$ cat config.mk
export PLATFORM = sky130hd
export DESIGN_NAME = mem_arbiter
export DESIGN_NICKNAME = d
export VERILOG_FILES = /design/src/rtl/mem_arbiter.sv
export SDC_FILE = /design/constraint.sdc
export NUM_CORES = 1
export LEC_CHECK = 0
export ABC_AREA = 1
export CORE_AREA = 2 2 204 206
export DETAILED_ROUTE_END_ITERATION = 7
export DIE_AREA = 0 0 206 208
export SLEW_MARGIN = 15
export SYNTH_ARGS = -nofsm -noshare
export SYNTH_HDL_FRONTEND = slang
export SYNTH_SLANG_ARGS = --single-unit
$ cat constraint.sdc
create_clock -name CLK -period 2.94 [get_ports CLK]
set_clock_uncertainty 0.2 [all_clocks]
set_input_delay 0.882 -clock CLK [delete_from_list [all_inputs] [get_ports CLK]]
set_output_delay 0.882 -clock CLK [all_outputs]
set_load 0.005 [all_outputs]
$ cat src/rtl/mem_arbiter.sv
// -----------------------------------------------------------------------------
// mem_arbiter
//
// Arbitrates NUM_MASTERS bus masters (instruction fetch, data access, DMA...)
// onto a single slave port with a registered round-robin grant. The slave can
// insert wait states by holding PREADY low. Each transfer ends with a
// one-cycle HREADY pulse to the granted master.
//
// Transfer timing:
//   IDLE : pick a requester and latch its address, write flag and write data.
//   XFER : hold the slave bus until PREADY, then pulse HREADY and go back to
//          IDLE. A new arbitration takes place in the HREADY cycle.
//
// Optional build macro:
//   ARB_TIMEOUT_EN - abort a transfer once the slave has stalled for TIMEOUT
//                    cycles. The abort pulses HREADY and HERR together and
//                    clears HRDATA. Without it, HERR is always 0.
//
// Ports:
//   CLK     in   clock, rising edge
//   RESET   in   asynchronous reset, active low
//   HTRANS  in   [NUM_MASTERS]        request valid per master
//   HWRITE  in   [NUM_MASTERS]        write flag per master
//   HADDR   in   [NUM_MASTERS*ADDR_W] addresses, master i at [i*ADDR_W +: ADDR_W]
//   HWDATA  in   [NUM_MASTERS*DATA_W] write data, same packing
//   HRDATA  out  [DATA_W]             registered read data, shared by all masters
//   HREADY  out  [NUM_MASTERS]        one-cycle completion pulse
//   HERR    out  [NUM_MASTERS]        one-cycle error pulse, coincident with HREADY
//   stall   out  [NUM_MASTERS]        HTRANS & ~HREADY
//   PSEL    out  slave transfer active
//   PADDR   out  [ADDR_W] slave address
//   PWRITE  out  slave write enable
//   PWDATA  out  [DATA_W] slave write data
//   PRDATA  in   [DATA_W] slave read data
//   PREADY  in   slave completes the current transfer
// -----------------------------------------------------------------------------
module mem_arbiter #(
  parameter int NUM_MASTERS = 2,
  parameter int ADDR_W      = 64,
  parameter int DATA_W      = 64,
  parameter int TIMEOUT     = 16
) (
  input  logic                          CLK,
  input  logic                          RESET,
  input  logic [NUM_MASTERS-1:0]        HTRANS,
  input  logic [NUM_MASTERS-1:0]        HWRITE,
  input  logic [NUM_MASTERS*ADDR_W-1:0] HADDR,
  input  logic [NUM_MASTERS*DATA_W-1:0] HWDATA,
  output logic [DATA_W-1:0]             HRDATA,
  output logic [NUM_MASTERS-1:0]        HREADY,
  output logic [NUM_MASTERS-1:0]        HERR,
  output logic [NUM_MASTERS-1:0]        stall,
  output logic                          PSEL,
  output logic [ADDR_W-1:0]             PADDR,
  output logic                          PWRITE,
  output logic [DATA_W-1:0]             PWDATA,
  input  logic [DATA_W-1:0]             PRDATA,
  input  logic                          PREADY
);

  localparam int GW = (NUM_MASTERS > 1) ? $clog2(NUM_MASTERS) : 1;

  typedef enum logic {
    IDLE = 1'b0,
    XFER = 1'b1
  } state_e;

  state_e                   state_q, state_d;
  logic [GW-1:0]            grant_q, grant_d;
  logic [GW-1:0]            last_grant_q, last_grant_d;
  logic [ADDR_W-1:0]        paddr_q, paddr_d;
  logic                     pwrite_q, pwrite_d;
  logic [DATA_W-1:0]        pwdata_q, pwdata_d;
  logic [DATA_W-1:0]        hrdata_q, hrdata_d;
  logic [NUM_MASTERS-1:0]   hready_q, hready_d;
  logic                     psel_q, psel_d;

  // Round-robin pick
  logic [GW-1:0]            sel;
  logic [GW-1:0]            cand;
  logic                     found;
  int                       idx;

`ifdef ARB_TIMEOUT_EN
  localparam int CW = $clog2(TIMEOUT + 1);
  logic [CW-1:0]            cnt_q, cnt_d;
  logic [NUM_MASTERS-1:0]   herr_q, herr_d;
`endif

  // Scan upward from the master after the last one served, wrapping, so the
  // most recently served master is always considered last.
  always_comb begin
    sel   = '0;
    cand  = '0;
    found = 1'b0;
    idx   = 0;
    for (int k = 1; k <= NUM_MASTERS; k++) begin
      idx  = (int'(last_grant_q) + k) % NUM_MASTERS;
      cand = idx[GW-1:0];
      if (!found && HTRANS[cand]) begin
        sel   = cand;
        found = 1'b1;
      end
    end
  end

  always_comb begin
    state_d      = state_q;
    grant_d      = grant_q;
    last_grant_d = last_grant_q;
    paddr_d      = paddr_q;
    pwrite_d     = pwrite_q;
    pwdata_d     = pwdata_q;
    hrdata_d     = hrdata_q;
    hready_d     = '0;
    psel_d       = psel_q;
`ifdef ARB_TIMEOUT_EN
    cnt_d        = cnt_q;
    herr_d       = '0;
`endif
    case (state_q)
      IDLE: begin
        // PREADY is not looked at here; a stray PREADY in IDLE does nothing.
        if (found) begin
          grant_d  = sel;
          paddr_d  = HADDR[sel*ADDR_W +: ADDR_W];
          pwrite_d = HWRITE[sel];
          pwdata_d = HWDATA[sel*DATA_W +: DATA_W];
          psel_d   = 1'b1;
          state_d  = XFER;
`ifdef ARB_TIMEOUT_EN
          cnt_d    = '0;
`endif
        end
      end
      XFER: begin
        if (PREADY) begin
          if (!pwrite_q) begin
            hrdata_d = PRDATA;
          end
          hready_d[grant_q] = 1'b1;
          last_grant_d      = grant_q;
          psel_d            = 1'b0;
          state_d           = IDLE;
        end
`ifdef ARB_TIMEOUT_EN
        // A PREADY in the cycle the count hits TIMEOUT takes priority above.
        else if (cnt_q == CW'(TIMEOUT)) begin
          hready_d[grant_q] = 1'b1;
          herr_d[grant_q]   = 1'b1;
          hrdata_d          = '0;
          last_grant_d      = grant_q;
          psel_d            = 1'b0;
          state_d           = IDLE;
        end else begin
          cnt_d = cnt_q + 1'b1;
        end
`endif
      end
      default: begin
        state_d = IDLE;
        psel_d  = 1'b0;
      end
    endcase
  end

  always_ff @(posedge CLK or negedge RESET) begin
    if (!RESET) begin
      state_q      <= IDLE;
      grant_q      <= '0;
      // Start as if the highest master was served last, so master 0 wins first.
      last_grant_q <= GW'(NUM_MASTERS - 1);
      paddr_q      <= '0;
      pwrite_q     <= 1'b0;
      pwdata_q     <= '0;
      hrdata_q     <= '0;
      hready_q     <= '0;
      psel_q       <= 1'b0;
`ifdef ARB_TIMEOUT_EN
      cnt_q        <= '0;
      herr_q       <= '0;
`endif
    end else begin
      state_q      <= state_d;
      grant_q      <= grant_d;
      last_grant_q <= last_grant_d;
      paddr_q      <= paddr_d;
      pwrite_q     <= pwrite_d;
      pwdata_q     <= pwdata_d;
      hrdata_q     <= hrdata_d;
      hready_q     <= hready_d;
      psel_q       <= psel_d;
`ifdef ARB_TIMEOUT_EN
      cnt_q        <= cnt_d;
      herr_q       <= herr_d;
`endif
    end
  end

  assign HRDATA = hrdata_q;
  assign HREADY = hready_q;
  assign PSEL   = psel_q;
  assign PADDR  = paddr_q;
  assign PWRITE = pwrite_q;
  assign PWDATA = pwdata_q;
  assign stall  = HTRANS & ~hready_q;

`ifdef ARB_TIMEOUT_EN
  assign HERR = herr_q;
`else
  // No abort path exists in this build, so an error can never be signalled.
  assign HERR = {NUM_MASTERS{1'b0}} & {NUM_MASTERS{TIMEOUT > 0}};
`endif

endmodule

---- Word-level counts from Yosys, hierarchy flattened ----
Cells that the tools add are included.
Widths: inputs -> output; s select.
storage, ports and cells
  register bits ........................... 199
  input bits .............................. 327
  output and inout port bits .............. 200
  word-level logic and storage cells ...... 51
operators by class
  $add $sub $neg .......................... 2
  magnitude comparators ................... 5
  equality and inequality tests ........... 2
  shift operators ......................... 2
  muxes and demuxes ....................... 20
  bitwise logic cells ..................... 4
  reduce and logical (&&, ||, !) cells .... 7
operator list
  operator             count
  $shiftx 128x8->64    2
  $mux 1               15
  $lt 1x2->1 const B   4
  $reduce_and 2->1     3
  $mux 2               2
  $ne 2x2->1 const B   2
  $pmux 1 s2           2
  $reduce_and 3->1     1
  $add 1x1->1 const B  2
  $and 2x2->2          1
  $logic_and 1x1->1    2
  $not 1->1            2
  $not 2->2            1
  $demux 1 s1          1
  $ge 1x1->1 const B   1
  $logic_not 1->1      1

---- Logic depth before layout (Yosys ltp) ----
  word-level depth ........................ 9
  gate-level depth with buffers ........... 7

---- Worst setup path after synthesis ----
No wires, ideal clock.
  path kind ............................... input port to output port
  start ................................... input HTRANS[1]
  end ..................................... output stall[1]
  arrival time ............................ 1520 ps
  data required time ...................... 1858 ps
  setup slack ............................. 338 ps
  stages .................................. 5
  path through ............................ buf_2 buf_2 buf_2 inv_1 nor2_1
between the ends
  longest elaborated chain between the ends .. 1
ends and longest elaborated chain
  what             RTL line  source
  start, declared  45        input logic [NUM_MASTERS-1:0] HTRANS,
  $and 2x2->2      206       assign stall = HTRANS & ~hready_q;
  end, declared    52        output logic [NUM_MASTERS-1:0] stall,
No other way between the ends.

---- Worst setup path after layout ----
  start ................................... input HTRANS[0]
  end ..................................... output stall[0]
Same word-level chain as after synthesis.

==> qor.yml <==
outcome:
  outcome: "completed"
power:
  cellInternalPower_mw: 6.91
  pwr-share-seq_pct: 38.8
  pwr-share-comb_pct: 37.2
  power_leakage_nw: 8.54
  netSwitchingFraction_pct: 31.9
  pwr_density_cell_nw_per_um2: 616
  switching_power_mw: 3.23
  total_power_mw: 10.1
  peakVddDrop_mv: 0.296
  clock_power_share_pct: 24.0
critical_path:
  cp-end-kind: "primary output"
  setup.worst_path.class: "in2out"
  crit_required_ns: 1.86
  crit_fanout: 2
  critPathLaunchType: "input port"
  arrival_ns: 1.79
place:
  place_ws_ns: -0.338
  port_buffers: 524
  place_area_um2: 15900
  gp_congestion: 0.833
  hpwl_um: 27400
  dp_cells: 2397
cells_and_area:
  final_common_cell: "clkdlybuf4s50_1"
  diodes: 0
  layoutNonFillerInstCount: 2429
  area_growth_pct: 64.3
  final_util_pct: 40.6
  layout_common_cells: "clkdlybuf4s50_1 (521), nand2_1 (517), nand3_1 (322)"
  finish.net_count: 2211
  final_area_um2: 16500
  drive_gt1_share_pct: 3.32
clocking:
  h-tree-depth: 4
  cts.clk_slew.worst_paths_ns: 0.07
  clk_latency_ns: 0.44
  cts_root_buf: "clkbuf_16"
  cts_tree: "done"
  cts_buffer_depth: 2
  numCtsBuffers: 17
  cts.sinks: 199
  cts_hold_buf: 0
  post-cts-setup-buffers: 0
synth:
  synth_warnings: 0
  ys_seq_elements: 199
  synthCells: 1412
  yosysSeqAreaShare_pct: 49.7
  syn_avg_cell_area_um2: 7.09
  synth.distinct_cells: 16
  netlist_area_um2: 10000
routing:
  drc: 0
  vias: 10500
  drtAntennaViolNets: 0
  drtPass1Iterations: 5
  via_per_inst: 4.32
  wl_per_cell_um: 15.7
  drt_iter0_drc: 687
  routed_wl_um: 38200
floorplanning:
  die-area_um2: 42800
  fp-row-count: 74
  die_h_um: 208
  dieWidth_um: 206
  core-area_um2: 40600
  ios: 527
  initial_core_util_pct: 24.7
sta:
  relSlewSlack_pct: 51.1
  tns_ns: 0
  whs_ns: 0.219
  grt_setup_unrepaired: "no"
  setup_ws_ns: 0.0698
  finalSetupViolCount: 0
  finalCriticalPeriod_ns: 2.87
  drv_slew: 0
  fmaxAchievable_ghz: 0.348
  finalCritPeriodShare_pct: 97.6
  tightestPinTransition_ns: 0.733
  hold_viol: 0
hold_path:
  hold_class: "in2async"
global_routing:
  overflow: 0
  grt_antenna_before_repair: 0
  grt_start_max_net_pins: 133
  grt_pass1_vias: 10200
  grtUsageTotal_pct: 17.6
  grt_pass1_wl_um: 58400
flow_run:
  max_cap_violations: 0
## logic make-up (layout without fill, tap and decap cells)
logic type / after synthesis / count (layout) / synth area share [%]
AND/OR/NAND/NOR: 852 / 852 / 36.0
buffers and inverters: 357 / 841 / 14.1
flip-flops: 199 / 199 / 49.7
AO/OA/AOI/OAI: 3 / 3 / 0.150
other: 1 / 2 / 0.0374
## flip-flops by register name, summed over array words and instances, names as in the netlist
register	flops
last_grant_q	1
HREADY	2
state_q	1
grant_q	1
PWDATA	64
PADDR	64
PSEL	1
PWRITE	1
HRDATA	64
## metal layers
metal,part of all wire (%),vias to the layer above,track usage (%)
met2,49,371,29.6
met1,41,4900,21.6
met5,0,-,0
met3,8.1,40,5.39
met4,1.9,0,4.88
li1,-,5185,-
## worst paths after layout
kind | to | from | slack, ns | depth (start not counted)
min in group CLK | HRDATA[0]$_DFFE_PN0P_ | HRDATA[0]$_DFFE_PN0P_ | 0.27 | 2
worst min register to register | HRDATA[0]$_DFFE_PN0P_ | HRDATA[0]$_DFFE_PN0P_ | 0.27 | 2
worst max register to register | HRDATA[62]$_DFFE_PN0P_ | state_q$_DFF_PN0_ | 1.15 | 6
max in group asynchronous | PWDATA[6]$_DFFE_PN0P_ | RESET | 1.63 | 2
worst max-delay path | stall[0] | HTRANS[0] | 0.07 | 4
worst min-delay path | HRDATA[46]$_DFFE_PN0P_ | RESET | 0.22 | 1
## critical path: stages
cell	delay, ns
clkdlybuf4s15_2	0.21
inv_1	0.07
nor2_2	0.11
clkdlybuf4s50_1	0.52
## cells in the mapped netlist
cell,instances,area [um2]
buf_1,9,33.8
nor2_2,1,6.26
nor2_1,9,33.8
o21ai_0,1,5.00
o21ai_1,1,5.00
dfstp_2,1,26.3
a21oi_1,1,5.00
inv_1,263,987
buf_2,51,255
buf_4,2,15.0
clkbuf_1,31,116
nand2_1,520,1950
nand3_1,322,1610
clkinv_1,1,3.75
dfrtp_1,198,4950
conb_1,1,3.75
## cell type report
type | instances | area, um2
clock buffer | 18 | 429
clock inverter | 14 | 168
fill | 4217 | 24100
inverter | 264 | 991
multi-input combinational | 857 | 3660
sequential | 199 | 4980
tap | 532 | 666
timing repair buffer | 545 | 5560
## timing repair
action                     CTS  global route
resized for setup            4             0
hold endpoints to repair     0             0
setup endpoints to repair    1             0
## power groups by stage
stage               combinational, mW  clock [mW]  sequential [mW]
finish                           3.78        2.43             3.93
global route                     4.14        2.64             4.02
CTS                              3.84        2.52             3.93
detailed placement               3.83           0             3.96
global placement                 3.81           0             3.94
floorplan                        1.20           0             3.99
(Power assumes the default switching activity.)
